[src/rtl/branch_predict_unit_pkg.sv]
// Shared constants for the branch predictor: datapath width, PC step and
// the reset/allocation values of the saturating direction counters.
package branch_predict_unit_pkg;
    localparam int WORD_DEF = 32;
    localparam int PC_STEP  = 4;

    // Weakly not-taken: the value every counter returns to on reset.
    function automatic int cnt_wnt(input int cnt_w);
        return (1 << (cnt_w - 1)) - 1;
    endfunction

    // Weakly taken: the value given to a freshly allocated entry.
    function automatic int cnt_wt(input int cnt_w);
        return 1 << (cnt_w - 1);
    endfunction
endpackage

[src/rtl/branch_predict_unit_sat_counter.sv]
// Saturating up/down counter step used on the BTB update path.
module branch_predict_unit_sat_counter #(
    parameter int CNT_W = 2
) (
    input  logic [CNT_W-1:0] cnt_i,
    input  logic             inc_i,
    output logic [CNT_W-1:0] cnt_o
);
    always_comb begin
        cnt_o = cnt_i;
        if (inc_i) begin
            if (!(&cnt_i)) cnt_o = cnt_i + 1'b1;
        end else begin
            if (|cnt_i) cnt_o = cnt_i - 1'b1;
        end
    end
endmodule

[src/rtl/branch_predict_unit.sv]
// Direct-mapped BTB with per-entry tag, target and direction counter; IF-side
// zero-latency lookup, EX-side redirect generation and table/perf-counter update.
module branch_predict_unit
    import branch_predict_unit_pkg::*;
#(
    parameter int WORD    = WORD_DEF,
    parameter int ENTRIES = 64,
    parameter int TAG_W   = 8,
    parameter int CNT_W   = 2
) (
    input  logic            clk,
    input  logic            rstn,
    input  logic [WORD-1:0] if_pc,
    output logic            if_predict,
    output logic [WORD-1:0] if_next_pc,
    input  logic            ex_valid,
    input  logic            ex_is_branch,
    input  logic            ex_taken,
    input  logic            ex_predict,
    input  logic [WORD-1:0] ex_pred_pc,
    input  logic [WORD-1:0] ex_pc,
    input  logic [WORD-1:0] ex_target,
    output logic            ex_redirect,
    output logic [WORD-1:0] ex_redirect_pc,
    output logic [31:0]     branch_cnt,
    output logic [31:0]     mispred_cnt
);
    localparam int IDX_W = $clog2(ENTRIES);
    localparam logic [CNT_W-1:0] CNT_INIT  = CNT_W'(cnt_wnt(CNT_W));
    localparam logic [CNT_W-1:0] CNT_ALLOC = CNT_W'(cnt_wt(CNT_W));

    logic [ENTRIES-1:0]                 valid_q;
    logic [ENTRIES-1:0][TAG_W-1:0]      tag_q;
    logic [ENTRIES-1:0][WORD-1:0]       tgt_q;
    logic [ENTRIES-1:0][CNT_W-1:0]      cnt_q;
    logic [31:0]                        branch_cnt_q, branch_cnt_d;
    logic [31:0]                        mispred_cnt_q, mispred_cnt_d;

    // Lookup reads the flops directly, so a same-cycle update is not visible.
    logic [IDX_W-1:0] if_idx;
    logic [TAG_W-1:0] if_tag;
    logic             if_hit;
    assign if_idx     = if_pc[2 +: IDX_W];
    assign if_tag     = if_pc[2+IDX_W +: TAG_W];
    assign if_hit     = valid_q[if_idx] && (tag_q[if_idx] == if_tag);
    assign if_predict = if_hit && cnt_q[if_idx][CNT_W-1];
    assign if_next_pc = if_predict ? tgt_q[if_idx] : if_pc + WORD'(PC_STEP);

    // Comparing the carried prediction against the true next PC catches
    // direction, target and alias misses with a single check.
    logic [WORD-1:0] ex_seq_pc, correct_pc;
    assign ex_seq_pc      = ex_pc + WORD'(PC_STEP);
    assign correct_pc     = (ex_is_branch && ex_taken) ? ex_target : ex_seq_pc;
    assign ex_redirect    = ex_valid && (ex_pred_pc != correct_pc);
    assign ex_redirect_pc = ex_valid ? correct_pc : ex_seq_pc;

    logic unused_ex_predict;
    assign unused_ex_predict = ex_predict;

    logic [IDX_W-1:0] ex_idx;
    logic [TAG_W-1:0] ex_tag;
    logic             ex_hit;
    logic [CNT_W-1:0] cnt_upd;
    assign ex_idx = ex_pc[2 +: IDX_W];
    assign ex_tag = ex_pc[2+IDX_W +: TAG_W];
    assign ex_hit = valid_q[ex_idx] && (tag_q[ex_idx] == ex_tag);

    branch_predict_unit_sat_counter #(.CNT_W(CNT_W)) u_sat (
        .cnt_i (cnt_q[ex_idx]),
        .inc_i (ex_taken),
        .cnt_o (cnt_upd)
    );

    assign branch_cnt_d  = branch_cnt_q + 32'((ex_valid && ex_is_branch) ? 1 : 0);
    assign mispred_cnt_d = mispred_cnt_q + 32'(ex_redirect ? 1 : 0);

    always_ff @(posedge clk or negedge rstn) begin
        if (!rstn) begin
            valid_q       <= '0;
            tag_q         <= '0;
            tgt_q         <= '0;
            cnt_q         <= {ENTRIES{CNT_INIT}};
            branch_cnt_q  <= '0;
            mispred_cnt_q <= '0;
        end else begin
            if (ex_valid) begin
                if (ex_is_branch) begin
                    if (ex_hit) begin
                        cnt_q[ex_idx] <= cnt_upd;
                    end else if (ex_taken) begin
                        valid_q[ex_idx] <= 1'b1;
                        tag_q[ex_idx]   <= ex_tag;
                        cnt_q[ex_idx]   <= CNT_ALLOC;
                    end
                    if (ex_taken) tgt_q[ex_idx] <= ex_target;
                end else if (ex_hit) begin
                    valid_q[ex_idx] <= 1'b0;
                end
            end
            branch_cnt_q  <= branch_cnt_d;
            mispred_cnt_q <= mispred_cnt_d;
        end
    end

    assign branch_cnt  = branch_cnt_q;
    assign mispred_cnt = mispred_cnt_q;
endmodule
[config.mk]
export PLATFORM = sky130hd
export DESIGN_NAME = branch_predict_unit
export DESIGN_NICKNAME = d
export VERILOG_FILES = /design/src/rtl/branch_predict_unit_pkg.sv /design/src/rtl/branch_predict_unit_sat_counter.sv /design/src/rtl/branch_predict_unit.sv
export SDC_FILE = /design/constraint.sdc
export NUM_CORES = 2
export LEC_CHECK = 0
export CORE_MARGIN = 5
export CORE_UTILIZATION = 40
export CTS_BUF_LIST = sky130_fd_sc_hd__clkbuf_16
export CTS_CLUSTER_DIAMETER = 60
export DETAILED_ROUTE_END_ITERATION = 10
export SYNTH_ARGS = -nofsm -noshare
export SYNTH_HDL_FRONTEND = slang
export SYNTH_HIERARCHICAL = 1
export SYNTH_SLANG_ARGS = --single-unit
export TNS_END_PERCENT = 100
[constraint.sdc]
create_clock -name clk -period 9.2 [get_ports clk]
set_clock_uncertainty 0.15 [all_clocks]
set_input_delay 2.76 -clock clk [delete_from_list [all_inputs] [get_ports clk]]
set_output_delay 2.76 -clock clk [all_outputs]
set_load 0.01 [all_outputs]
* Word-level counts from Yosys, hierarchy flattened *
Index checks and enable logic that the tools add are counted.

operators by class
  reductions and logical operators = 15
  divide/modulo/power cells = 0
  $lt $le $gt $ge = 3
  multipliers = 0
  shifts and indexed selects = 0
  eq/ne operators = 4
  mux-type cells = 39
  bitwise gates (word level) = 7
  add/sub/neg operators = 6

operators by type and width
  cell                   count
  $bwmux 2048            1
  $bwmux 512             1
  $mux 128               2
  $mux 64                4
  $bmux 32 s6            1
  $demux 32 s6           1
  $mux 32                5
  $and 64x64->64         2
  $bwmux 128             1
  $not 64->64            2
  $or 64x64->64          2
  $bmux 8 s6             2
  $add 32x1->32          2
  $add 32x3->32 const B  2
  $demux 8 s6            1
  $ne 32x32->1           1
  $bmux 2 s6             2
  $mux 8                 3
  $eq 8x8->1             2
  $lt 6x7->1 const B     2
  $bmux 1 s6             2
  $demux 2 s6            1
  $mux 2                 6
  $reduce_and 4->1       2
  other kinds (12)       24

storage, ports and cells
  logic and storage cells = 269
  output and inout port bits = 130
  bits in writable memories = 0
  bits in latches = 0
  memories kept = 0
  bits in registers = 2816
  ROM bits = 0

* Depth between registers and ports, before layout *
  depth after elaboration = 8
  depth in mapped cells = 23
  depth with buffers taken out = 20

* By module *
Netlist, hierarchy kept.

by module, submodules not included
  module                           cells an instance  sequential area each (µm²)  instances  area an instance (µm²)
  branch_predict_unit              9339               70547.7                     1          135566.3
  branch_predict_unit_sat_counter  3                  0.0                         1          26.3

* Least setup slack after synthesis *
No wires, ideal clock.

  path type = in2out
  start point = input if_pc[2]
  end point = output if_next_pc[0]
  data required time = 6290 ps
  buffers on the path = 7
  slack = 131 ps
  stages on the path = 12
  arrival = 6159 ps
  path through = buf_2 > buf_4 > buf_4 > buf_4 > clkbuf_1 > clkbuf_1 > buf_2 > mux4_2 > mux4_2 > mux2i_1 > o21ai_0 > mux2_2

on the way
  cells in the longest elaborated chain, start to end = 6

ends and longest elaborated chain
  element                       RTL line                   source
  from (decl)                   branch_predict_unit.sv:13  input logic [WORD-1:0] if_pc,
  $bmux 8 s6                    branch_predict_unit.sv:45  assign if_hit = valid_q[if_idx] && (tag_q[if_idx] == if_tag);
  $mux 8 (not written as such)  branch_predict_unit.sv:45
  $eq 8x8->1                    branch_predict_unit.sv:45
  $logic_and 1x1->1             branch_predict_unit.sv:45
  $logic_and 1x1->1             branch_predict_unit.sv:46  assign if_predict = if_hit && cnt_q[if_idx][CNT_W-1];
  $mux 32 (*)                   branch_predict_unit.sv:47  assign if_next_pc = if_predict ? tgt_q[if_idx] : if_pc + WORD'(PC_STEP);
  to (decl)                     branch_predict_unit.sv:15  output logic [WORD-1:0] if_next_pc,

Every way passes the cells marked *; elsewhere a longest branch is shown, timed or not. The select of a mux whose other input is x is not followed.

* Worst setup path in the final report *
  start point = input if_pc[4]
  end point = output if_next_pc[18]

Same word-level chain as after synthesis.

==> results.md <==
- Commonest cells after routing, fill and taps aside: dfrtp_1, mux2_2, mux4_2
- Post-synthesis cell type count: 80
- Die height: just under 600 um
- Vias in the first global route: 93200
- Fin worst setup slack: -0.153 ns
- EDFF count, synth: 0
- Worst path max stage delay: between 0.6 and 0.7 ns
- Syn. warnings: 6
- CP endpoint kind: output port
- Post-place instance area: 147000 um^2
- Mapped Cells: ~9300
- Top Ports: 264
- Htree depth: 5
- Max Fanout on Critical Path: 17
- Fill cells: 29200
- Drt first pass iters: 6
- Final ANT Viol Nets: 0
- Top FF cell, synth: dfrtp_1
- Hold-fix buffers, CTS: 0
- Asr flop ratio synth: 100%
- Die Wd: around 600 um
- Hold_ws: 0.325 ns
- Worst-path clk slew: 0.06 ns
- Worst-margin pin slew: 1.36 ns
- Post-route DRC: 0
- CTS sink count: 2816
- Vias/cell: 6.24
- Crit path DAT: 6.44 ns
- Layout Cells excl Fill: 14500
- Average wire per standard cell: 34.3 um
- First-pass GRT wire length: 705000 um
- Final instance area: 158000 um^2
- MaxCap Viol Count: 0
- HP Class: reg2reg
- Commonest non-fill, non-tap cell in the layout: dfrtp_1
- Largest net degree at the start of global routing: between 150 and 200
- Cell Rows: 213
- Total number of vias: 90200
- Worst path bufs/invs: 9
- DR iter-0 viols: approximately 9800
- Period minus WS final: 9.35 ns
- Layout area overhead: 16.9%
- Post-Syn Nets: 9482
- PwrDens: 180 nW/um^2
- Core ar.: 337000 um^2
- Proportion of layout cells with a drive suffix above 1: between 40% and 50%
- Global route overflow: 0
- Data required, critical path: 6.29 ns
- Initial antenna violation count: 41
- Fin crit share: 102%
- Top cell family by delay on the critical path: multiplexers
- Num CTS Buffers: between 300 and 400
- Post-Syn Area: 136000 um^2
- Worst path most repeated cell: buf_12
- Status: finished with violations
- CTS tree: yes
- Critical path class: in2out
- Post-synthesis sequential area ratio: a little over half
- Critical Path Slowest Stage Cell: mux4_2
- Post-Place Setup Slack: -1.35 ns
- Initial Util: approximately two fifths
- Worst rel slew slack: 8.93%
- Hpwl dp: 310000 um
- Layout Nets: a little under 10000
- Total track usage: 27.9%
- GP Congestion: 0.950
- Yosys reg bits: 2816
- Final Max Tran Viols: 0
- Max Root-Sink Buffers: 4
- Failing checks: setup timing
- Syn avg cell area: roughly 15 um^2
- FMAX: 107 MHz
- Clk_lat worst skew: 0.92 ns
- Placed cell count: roughly 14000
- Final wirelength: 497000 um
- Post-Route Utilization: 47.0%
- Port Buffers: 262
- Crit start category: primary input
- Worst-path cell chain: buf_8, buf_4, buf_12, mux4_2, mux4_2, nand2_2, nor3b_2, nor3_2, clkbuf_16, nor3_4, buf_12, buf_12, buf_16, buf_4, mux2_4, buf_6
- Setup violations, final: 28
- Worst R2R Setup Slack: about 4.7 ns
- Final Hold Viols: 0
- Die footprint: 351000 um^2
- Clk root buf: clkbuf_16
- Leakage dissipation: 73.5 nW
- Worst VDD drop: 150 uV
- RSZ-0062 raised after global routing: true
[tightest hold or removal path, stage by stage (launching register included)]
cell	delay, ns
dfrtp_1	0.34
nand2_1	0.04
o21ai_0	0.06
[cells in the mapped netlist (all sizes together) (64+ instances only)]
master,count,share of area (%)
buf,204,0.80
o21ai,363,1.3
mux2,2495,21
o22ai,74,0.38
mux4,864,14
nor2,233,0.73
nand3,126,0.47
inv,84,0.23
nand2,381,1.1
a21oi,72,0.27
dfrtp,2752,51
clkbuf,691,1.9
a22oi,71,0.39
xnor2,106,0.68
mux2i,111,0.82
dfstp,64,1.2
[power breakdown]
part / leakage [nW] / switching (mW) / internal [mW] / total (mW)
registers: 38.0 / 0.339 / 13.0 / 13.3
clock network: 5.12 / 5.33 / 6.92 / 12.3
logic: 30.4 / 1.60 / 1.30 / 2.90
[final timing paths]
check	from	end	depth (start not counted)
min reg2reg	tgt_q[1100]	tgt_q[1100]	2
max in group asynchronous	rstn	tgt_q[1879]	3
max reg2reg	tag_q[378]	tag_q[249]	12
max	if_pc[4]	if_next_pc[18]	16
min	tgt_q[1100]	tgt_q[1100]	2
min in group asynchronous	rstn	tag_q[231]	1
[routing by layer]
metal  GRT usage, %  vias up  wire length (um)
li1               -    35800                 -
met1           37.0    48900            196000
met2           42.1     4301            222000
met3           6.55     1201             43300
met4           16.3       20             35100
met5              0        -               118
[logic make-up after synthesis]
kind of cell	share of synthesized area [%]
buf+inv	2.95
compound gates	4.74
flops	52.0
simple gates	3.29
mux	35.9
xor+xnor	1.03
fa+ha+maj	0.0720
[flip-flops by register name, summed over array words and instances, names as in the netlist, named ones only]
name         cells
branch_cnt      32
cnt_q          128
mispred_cnt     32
tag_q          512
tgt_q         2048
[area by class of cell]
type / count / area (um^2) / share of cell area, %
antenna: 17 / 42.5 / 0.0268
clock buffer: 328 / 8210 / 5.18
inverter: 85 / 322 / 0.203
tap: 4515 / 5650 / 3.57
sequential: 2816 / 70500 / 44.5
timing repair buffer: 925 / 9660 / 6.10
multi-input combinational: 5546 / 62400 / 39.4
clock inverter: 240 / 1670 / 1.05
[metrics by stage]
step	TNS, ns	power, mW
2_1_floorplan	0	15.0
3_3_place_gp	-43.21	16.2
3_5_place_dp	-41.76	16.3
4_1_cts	-2.17	28.6
5_1_grt	-4.63	29.4
6_report	-2.18	28.5
[timing repair]
item                                    CTS  global route
pin swaps                                29            29
buffers inserted                         33             5
endpoints found under the hold margin     0             0
endpoints found under the setup margin   35            34
gates cloned                             13             1
gates resized for setup                 312            69
Power figures use the tool's default switching activity.
